File: src/rtl/psram_mem_tester.sv
// Self-test traffic generator for the PSRAM driver: writes pat(i) = i ^ 16'h5A5A over a word range,
// reads the range back, and reports error count and first failing address.
//
// state      | meaning
// IDLE       | waiting for start, results held
// WAIT_QPI   | test armed, waiting for driver QPI mode and idle endcommand
// WR_REQ     | load address/data for index, raise write_sw
// WR_WAIT    | write outstanding, timeout counting
// WR_GAP     | strobes low, wait gap, endcommand low and qpi_on
// RD_REQ     | load address for index, raise read_sw
// RD_WAIT    | read outstanding, timeout counting
// RD_CHECK   | compare captured read data with pattern
// RD_GAP     | strobes low, same exit rule as WR_GAP
// FINISH     | publish done/pass
module psram_mem_tester #(
  parameter logic [23:0] START_ADDR = 24'h000000,
  parameter int unsigned WORDS      = 256,
  parameter int unsigned ADDR_STEP  = 2,
  parameter int unsigned TIMEOUT    = 255,
  parameter int unsigned GAP        = 2
) (
  input  logic        mem_clk,
  input  logic        rst_n,
  input  logic        start,
  input  logic        qpi_on,
  input  logic        endcommand,
  input  logic [15:0] data_out,
  output logic [23:0] address,
  output logic        read_sw,
  output logic        write_sw,
  output logic [15:0] data_in,
  output logic        busy,
  output logic        done,
  output logic        pass,
  output logic [15:0] err_count,
  output logic [23:0] first_err_addr
);

  typedef enum logic [3:0] {
    S_IDLE, S_WAIT_QPI, S_WR_REQ, S_WR_WAIT, S_WR_GAP,
    S_RD_REQ, S_RD_WAIT, S_RD_CHECK, S_RD_GAP, S_FINISH
  } state_t;

  localparam logic [15:0] LAST_IDX  = 16'(WORDS - 1);
  localparam logic [7:0]  TMO_LIMIT = 8'(TIMEOUT);
  localparam logic [7:0]  GAP_LOAD  = 8'(GAP);

  state_t      state_q, state_d;
  logic [15:0] index_q, index_d;
  logic [7:0]  tmo_q, tmo_d;
  logic [7:0]  gap_q, gap_d;
  logic [15:0] rd_data_q, rd_data_d;
  logic [23:0] address_q, address_d;
  logic [15:0] data_in_q, data_in_d;
  logic        read_sw_q, read_sw_d;
  logic        write_sw_q, write_sw_d;
  logic        busy_q, busy_d;
  logic        done_q, done_d;
  logic        pass_q, pass_d;
  logic [15:0] err_count_q, err_count_d;
  logic [23:0] first_err_q, first_err_d;

  logic [23:0] addr_calc;
  logic [15:0] pat;
  logic        err_ev;
  logic        gap_ok;

  always_comb begin
    state_d     = state_q;
    index_d     = index_q;
    tmo_d       = tmo_q;
    gap_d       = gap_q;
    rd_data_d   = rd_data_q;
    address_d   = address_q;
    data_in_d   = data_in_q;
    read_sw_d   = read_sw_q;
    write_sw_d  = write_sw_q;
    busy_d      = busy_q;
    done_d      = done_q;
    pass_d      = pass_q;
    err_count_d = err_count_q;
    first_err_d = first_err_q;
    err_ev      = 1'b0;

    addr_calc = START_ADDR + 24'(32'(index_q) * 32'(ADDR_STEP));
    pat       = index_q ^ 16'h5A5A;
    // The gap counter also holds the next request back while the driver is busy or out of QPI.
    gap_ok    = (gap_q <= 8'd1) && !endcommand && qpi_on;

    if (gap_q > 8'd1 && (state_q == S_WR_GAP || state_q == S_RD_GAP)) begin
      gap_d = gap_q - 8'd1;
    end

    case (state_q)
      S_IDLE: begin
        if (start) begin
          state_d     = S_WAIT_QPI;
          busy_d      = 1'b1;
          done_d      = 1'b0;
          pass_d      = 1'b0;
          err_count_d = 16'h0000;
          first_err_d = 24'hFFFFFF;
          index_d     = 16'h0000;
        end
      end
      S_WAIT_QPI: begin
        if (qpi_on && !endcommand) state_d = S_WR_REQ;
      end
      S_WR_REQ: begin
        address_d  = addr_calc;
        data_in_d  = pat;
        write_sw_d = 1'b1;
        tmo_d      = 8'd0;
        state_d    = S_WR_WAIT;
      end
      S_WR_WAIT: begin
        if (endcommand || tmo_q == TMO_LIMIT) begin
          err_ev     = !endcommand;
          write_sw_d = 1'b0;
          gap_d      = GAP_LOAD;
          state_d    = S_WR_GAP;
        end else begin
          tmo_d = tmo_q + 8'd1;
        end
      end
      S_WR_GAP: begin
        if (gap_ok) begin
          if (index_q == LAST_IDX) begin
            index_d = 16'h0000;
            state_d = S_RD_REQ;
          end else begin
            index_d = index_q + 16'd1;
            state_d = S_WR_REQ;
          end
        end
      end
      S_RD_REQ: begin
        address_d = addr_calc;
        read_sw_d = 1'b1;
        tmo_d     = 8'd0;
        state_d   = S_RD_WAIT;
      end
      S_RD_WAIT: begin
        if (endcommand) begin
          rd_data_d = data_out;
          read_sw_d = 1'b0;
          state_d   = S_RD_CHECK;
        end else if (tmo_q == TMO_LIMIT) begin
          err_ev    = 1'b1;
          read_sw_d = 1'b0;
          gap_d     = GAP_LOAD;
          state_d   = S_RD_GAP;
        end else begin
          tmo_d = tmo_q + 8'd1;
        end
      end
      S_RD_CHECK: begin
        err_ev  = (rd_data_q != pat);
        gap_d   = GAP_LOAD;
        state_d = S_RD_GAP;
      end
      S_RD_GAP: begin
        if (gap_ok) begin
          if (index_q == LAST_IDX) begin
            state_d = S_FINISH;
          end else begin
            index_d = index_q + 16'd1;
            state_d = S_RD_REQ;
          end
        end
      end
      S_FINISH: begin
        busy_d  = 1'b0;
        done_d  = 1'b1;
        pass_d  = (err_count_q == 16'h0000);
        state_d = S_IDLE;
      end
      default: state_d = S_IDLE;
    endcase

    if (err_ev) begin
      if (err_count_q != 16'hFFFF) err_count_d = err_count_q + 16'd1;
      if (first_err_q == 24'hFFFFFF) first_err_d = address_q;
    end
  end

  always_ff @(posedge mem_clk or negedge rst_n) begin
    if (!rst_n) begin
      state_q     <= S_IDLE;
      index_q     <= 16'h0000;
      tmo_q       <= 8'd0;
      gap_q       <= 8'd0;
      rd_data_q   <= 16'h0000;
      address_q   <= 24'h000000;
      data_in_q   <= 16'h0000;
      read_sw_q   <= 1'b0;
      write_sw_q  <= 1'b0;
      busy_q      <= 1'b0;
      done_q      <= 1'b0;
      pass_q      <= 1'b0;
      err_count_q <= 16'h0000;
      first_err_q <= 24'hFFFFFF;
    end else begin
      state_q     <= state_d;
      index_q     <= index_d;
      tmo_q       <= tmo_d;
      gap_q       <= gap_d;
      rd_data_q   <= rd_data_d;
      address_q   <= address_d;
      data_in_q   <= data_in_d;
      read_sw_q   <= read_sw_d;
      write_sw_q  <= write_sw_d;
      busy_q      <= busy_d;
      done_q      <= done_d;
      pass_q      <= pass_d;
      err_count_q <= err_count_d;
      first_err_q <= first_err_d;
    end
  end

  assign address        = address_q;
  assign read_sw        = read_sw_q;
  assign write_sw       = write_sw_q;
  assign data_in        = data_in_q;
  assign busy           = busy_q;
  assign done           = done_q;
  assign pass           = pass_q;
  assign err_count      = err_count_q;
  assign first_err_addr = first_err_q;

endmodule

File: config.mk
export PLATFORM = sky130hd
export DESIGN_NAME = psram_mem_tester
export DESIGN_NICKNAME = d
export VERILOG_FILES = /design/src/rtl/psram_mem_tester.sv
export SDC_FILE = /design/constraint.sdc
export NUM_CORES = 1
export LEC_CHECK = 0
export BUFFER_PORTS_ARGS = -buffer_cell sky130_fd_sc_hd__clkbuf_2
export CORE_MARGIN = 5
export CORE_UTILIZATION = 25
export DETAILED_ROUTE_END_ITERATION = 7
export GPL_ROUTABILITY_DRIVEN = 0
export HOLD_SLACK_MARGIN = 0.05
export PLACE_DENSITY = 0.41
export SKIP_LAST_GASP = 1
export SYNTH_ARGS = -nofsm -noshare
export SYNTH_HDL_FRONTEND = slang
export SYNTH_SLANG_ARGS = --single-unit
export TNS_END_PERCENT = 20
File: constraint.sdc
create_clock -name mem_clk -period 3.18 [get_ports mem_clk]
set_clock_uncertainty 0.05 [all_clocks]
set_input_delay 0.318 -clock mem_clk [delete_from_list [all_inputs] [get_ports mem_clk]]
set_output_delay 0.318 -clock mem_clk [all_outputs]
set_load 0.01 [all_outputs]
# Yosys cells after proc, flatten, opt, wreduce, memory -nomap -nowiden
# Cells that the tools add are included.
dict set report op_classes {
  n_addsub 4
  order_cmp 2
  eq_ne 24
  muxes 47
  bitwise_logic 1
  reduce_logical 22
}
# cell count
set op_table {}
lappend op_table {{16-bit two-way mux} 9}
lappend op_table {{24-bit two-way mux} 4}
lappend op_table {{8-bit two-way mux} 7}
lappend op_table {{16-bit one-hot mux with 3 select lines} 1}
lappend op_table {{8-bit one-hot mux with 3 select lines} 2}
lappend op_table {{4-bit one-hot mux with 9 select lines} 1}
lappend op_table {{16-bit by 1-bit adder with 16-bit output, second input constant} 2}
lappend op_table {{4-bit two-way mux} 8}
lappend op_table {{24-bit == test, second input constant} 1}
lappend op_table {{2-bit != test, second input constant} 9}
lappend op_table {{16-bit by 8-bit == test with 1-bit output, second input constant} 1}
lappend op_table {{4-bit by 3-bit == test with 1-bit output, second input constant} 4}
lappend op_table {{16-bit zero test} 1}
lappend op_table {{16-bit != test} 1}
lappend op_table {{16-bit != test, second input constant} 1}
lappend op_table {{1-bit one-hot mux with 2 select lines} 5}
lappend op_table {{8-bit by 1-bit adder with 8-bit output, second input constant} 1}
lappend op_table {{4-bit by 2-bit == test with 1-bit output, second input constant} 2}
lappend op_table {{4-bit == test, second input constant} 2}
lappend op_table {{8-bit == test, second input constant} 1}
lappend op_table {{8-bit by 1-bit > comparator with 1-bit output, second input constant} 1}
lappend op_table {{8-bit by 1-bit <= comparator with 1-bit output, second input constant} 1}
lappend op_table {{1-bit two-way mux} 8}
lappend op_table {{8-bit NOT} 1}
lappend op_table {{16 further kinds} 26}
dict set report word_totals {
  register_bits 129
  output_inout_bits 85
  word_cells 114
}

# Longest topological paths before layout
dict set report depth {
  depth_word 7
  depth_mapped 9
  ltp_nobuf 8
}

# Worst setup path before layout
# Ideal clock, no wire load.
dict set report synth_timing {
  path_type {reg2reg}
  startpoint {register index_q[10]}
  endpoint {register index_q[6]}
  setup_ns 0.118
  arrival_time_ns 2.291
  slack_ns 0.721
  path_stages_with_launch 9
  n_path_buf 3
  period_less_slack_ns 2.459
  path_cell_list {dfrtp_1 > buf_6 > or4_4 > or4b_1 > buf_2 > o31a_1 > nor3_4 > buf_6 > nor2_1}
}
dict set report synth_via {
  elab_chain_len 4
}
# element line_no
set synth_rtl {}
lappend synth_rtl {{start, declared} 49} ;# logic [15:0] index_q, index_d;
lappend synth_rtl {{start signal, assigned} 205} ;# index_q <= index_d;
lappend synth_rtl {{16-bit by 8-bit == test with 1-bit output (*)} {128, 164}}
lappend synth_rtl {{16-bit two-way mux} 128} ;# if (index_q == LAST_IDX) begin
lappend synth_rtl {{16-bit two-way mux} 127} ;# if (gap_ok) begin
lappend synth_rtl {{16-bit one-hot mux with 3 select lines} 94} ;# case (state_q)
# Every way passes the cells marked *; elsewhere a longest branch is shown, timed or not. The select of a mux whose other input is x is not followed.
# A chain may end at the register's enable or synchronous reset.

# Worst setup path in the final report
dict set report layout_timing {
  startpoint {register index_q[0]}
  endpoint {register index_q[11]}
}
dict set report layout_via {
  elab_chain_len 4
}
# element line_no
set layout_rtl {}
lappend layout_rtl {{16-bit by 1-bit adder with 16-bit output / 16-bit by 8-bit == test with 1-bit output (equally long branches)} --}
lappend layout_rtl {{16-bit two-way mux (on tied branches)} {164, 128}}
lappend layout_rtl {{16-bit two-way mux (on tied branches)} {163, 127}}
lappend layout_rtl {{16-bit one-hot mux with 3 select lines} 94}
# Several ways; a longest one is shown, not always the timed one. The select of a mux whose other input is x is not followed.

==> results.yml <==
power:
  share_seq_of_total_power_pct: 37.8
  worst_ir_drop_vdd_mv: 0.3797
  p_sw_share_pct: 36.84
  powerDensity_nw_per_um2: 929.3
  power.leakage_nw: 3.531
  p_sw_mw: 2.691
  share_comb_of_total_power_pct: 34.3
  clockPowerShare_pct: 27.9
  p_int_mw: 4.613
global_route:
  global_route_wire_length_before_repair_mm: 29.01
  overflow: 0
  grt_pass1_vias: 5205
  track_usage_pct: 12.79
  largest_net_degree_at_the_start_of_global_routing: 77
  antenna_found_initial: 0
clock_tree:
  tritoncts: "built"
  max-clock-path-buffers: 2
  cts.clk_slew.worst_paths_ns: 0.06
  cts_root_buf: "sky130_fd_sc_hd__clkbuf_16"
  cts.repair.resized: 0
  number_of_h_tree_levels: 4
  cts_setup_buffers: 0
  later_pin_clock_latency_in_the_skew_report_ns: 0.42
  numCtsBuffers: 17
  ctsHoldBuffers: 1
  numClockSinks: 129
drt:
  drcViolationCount: 0
  post_drt_wl_per_cell_um: 16.80
  first_pass_iters: 5
  met2_wirelength_mm: 8.525
  met3_wirelength_um: 846
  postRouteWirelength_mm: 17.61
  drtAntennaViolNets: 0
  routed.top_layer: "met4"
  drtIter0Drc: 282
  wl_met1_mm: 7.976
  total_via_count_after_detailed_routing: 4954
  detail_route.vias_per_cell: 4.727
placed_design:
  place.detailed.hpwl_mm: 12.66
  placement.io_buffers: 97
  place_worst_setup_slack_ns: 0.4273
worst_setup_path:
  path_class: "flip-flop to flip-flop"
  crit_family: "simple AND/OR/NAND/NOR gates"
  crit_buf_inv: 1
  timing.critical_path.fanout_max: 8
  critical_path.slowest_cell: "sky130_fd_sc_hd__or4b_1"
  worst_ep_arrival_time_ns: 3.02
  worst_ep_required_time_ns: 3.42
  critPathLaunchType: "flip-flop"
  path_cells: "ha_1, and3_1, nand3_1, or4b_1, o31a_1, nor3_4, buf_4, a21oi_1"
  worst_path_largest_cell_delay_ns: 0.69
  end_kind: "flip-flop"
sta:
  max_slew.worst_pin.slew_ns: 0.7116
  timing_hold_violations_final: 0
  period_share_pct: 87.47
  setup_tns_ns: 0
  layout_min_cycle_time_ns: 2.781
  finalMaxSlewViolations: 0
  finalSetupViolations: 0
  highest_clock_frequency_the_design_can_meet_mhz: 359.5
  rsz0062_at_grt: "false"
  final_critical_path_setup_slack_ns: 0.3986
  slew-limit-headroom_pct: 52.56
yosys:
  ys_seq_elements: 129
  synth_cell_type_count: 61
  yosys.area.top_type: "sky130_fd_sc_hd__dfrtp_1"
  synth.top_cell.area_share_pct: 41.64
  synth_seq_area_share_pct: 51.64
  syn-cell-area_um2: 6310
  ys_warn_count: 0
  post_syn_area_per_cell_um2: 10.50
  async_set_reset_flop_share_out_of_synthesis_pct: 100.0
  synth_common_cells: "sky130_fd_sc_hd__dfrtp_1, sky130_fd_sc_hd__nand2_1, sky130_fd_sc_hd__nor2_1"
  ys_dominant_reg_cell: "sky130_fd_sc_hd__dfrtp_1"
  number_of_synthesized_flops_with_an_enable_pin: 0
  synthMostInstantiatedCell: "sky130_fd_sc_hd__dfrtp_1"
  synth_top_cells_by_area: "sky130_fd_sc_hd__dfrtp_1, sky130_fd_sc_hd__dfstp_2, sky130_fd_sc_hd__mux2_2"
  synth_cells: 601
floorplan:
  pin_count: 106
  rows: 58
  die_width_um: 168.9
  fp.dieArea_um2: 28520
  design.core.area_um2: 25040
  initial_core_util_pct: 25.20
  die_h_um: 168.9
layout:
  flow.area_growth_from_synthesis_pct: 24.57
  fillCellCount: 2613
  finish.net_count: 732
  drive_gt1_share_pct: 31.89
  multi_input_comb_area_um2: 2821
  antenna-diode-count: 0
  area_taken_by_flip_flops_and_latches_um2: 3258
worst_hold_path:
  worst_hold_path_type: "input port to flip-flop"
run:
  drv.max_cap_violation_count: 0
outcome:
  outcome: "complete, no violations"
worst reg2reg max path: stages (launching register included):
cell                      delay (ns)
sky130_fd_sc_hd__dfrtp_1        0.48
sky130_fd_sc_hd__ha_1           0.22
sky130_fd_sc_hd__and3_1         0.21
sky130_fd_sc_hd__nand3_1        0.15
sky130_fd_sc_hd__or4b_1         0.69
sky130_fd_sc_hd__o31a_1         0.36
sky130_fd_sc_hd__nor3_4         0.23
sky130_fd_sc_hd__buf_4          0.22
sky130_fd_sc_hd__a21oi_1        0.05
placed cells by master (no fill, tap or decap), drive strengths merged, types with 3 or more instances in the layout:
| cell type | synthesis | final |
|---|---|---|
| o22a | 16 | 16 |
| a21o | 3 | 3 |
| nor4 | 8 | 8 |
| inv | 11 | 14 |
| clkinv | 1 | 4 |
| clkinvlp | 0 | 5 |
| bufinv | 0 | 3 |
| a21oi | 12 | 12 |
| nand4 | 21 | 21 |
| nand3 | 29 | 29 |
| and3 | 7 | 7 |
| nor2b | 3 | 3 |
| a211oi | 4 | 4 |
| nor2 | 45 | 45 |
| o21a | 11 | 11 |
| nand2b | 3 | 3 |
| nor3 | 13 | 13 |
| buf | 14 | 25 |
| or3 | 8 | 8 |
| or4 | 3 | 3 |
| and4 | 3 | 3 |
| or2 | 5 | 5 |
| a31oi | 3 | 3 |
| dfstp | 24 | 24 |
| mux2 | 40 | 40 |
| ha | 6 | 6 |
| dfrtp | 105 | 105 |
| xnor2 | 16 | 16 |
| o31ai | 5 | 5 |
| xor2 | 28 | 28 |
| nand2 | 53 | 53 |
| conb | 1 | 8 |
| o211ai | 12 | 12 |
| o21ai | 30 | 30 |
| clkbuf | 30 | 114 |
power groups by stage:
stage	clock network [mW]	logic [mW]	registers, mW
floorplan	0	1.64	2.74
global placement	0	2.53	2.78
detailed placement	0	2.55	2.79
CTS	2.10	2.56	2.77
global route	2.17	2.83	2.85
finish	2.04	2.51	2.76
metrics by stage:
stage | cell area [µm²] | hold slack (ns) | utilization [%] | total power [mW] | std cells
finish | 7860 | 0.07724 | 31.39 | 7.305 | 1048
global route | 7860 | 0.05688 | 31.39 | 7.842 | 1048
detailed placement | 7231 | 0.07254 | 28.88 | 5.343 | 1015
global placement | 7231 | 0.07184 | 28.88 | 5.315 | 1015
floorplan | 6336 | -0.02759 | - | 4.381 | 608
CTS | 7860 | 0.05265 | 31.39 | 7.431 | 1048
cell type report:
| class | count | share of cell area (%) |
|---|---|---|
| repair buffers | 122 | 8.946 |
| well taps | 330 | 5.253 |
| clock inverters | 14 | 2.292 |
| multi-input cells | 423 | 35.90 |
| clock buffers | 18 | 5.587 |
| flip-flops and latches | 129 | 41.45 |
| inverters | 12 | 0.5731 |
flip-flops by register name, indices dropped and copies added, names as in the netlist, 8 cells and up:
register        cells
err_count          16
data_in            16
gap_q               8
first_err_addr     24
index_q            16
address            16
rd_data_q          16
tmo_q               8
cells by family after synthesis:
group	after synthesis	share of synthesized area, %
simple gates	208	16.70
flops	129	51.64
compound gates	115	12.71
buf+inv	56	4.144
xor+xnor	44	6.107
mux	42	7.456
fa+ha+maj	6	1.190
other cells	1	0.05943
metal layers:
layer / GRT usage (%) / vias up
met5: 0 / -
met4: 3.846 / 0
met3: 3.480 / 24
met2: 21.04 / 121
met1: 16.48 / 2451
li1: - / 2358
worst paths after layout:
kind,to,cells after the start,from,slack (ns)
setup / recovery,index_q[11]$_DFFE_PN0P_,8,index_q[0]$_DFFE_PN0P_,0.40
hold / removal,rd_data_q[14]$_DFFE_PN0P_,2,data_out[14],0.08
setup reg to reg,index_q[11]$_DFFE_PN0P_,8,index_q[0]$_DFFE_PN0P_,0.40
hold reg to reg,done$_DFFE_PN0P_,2,done$_DFFE_PN0P_,0.43
max in group asynchronous,data_in[12]$_DFFE_PN0P_,3,rst_n,2.00
min in group asynchronous,err_count[8]$_DFF_PN0_,2,rst_n,0.19
Note: power is estimated with default switching activity, not from simulation.
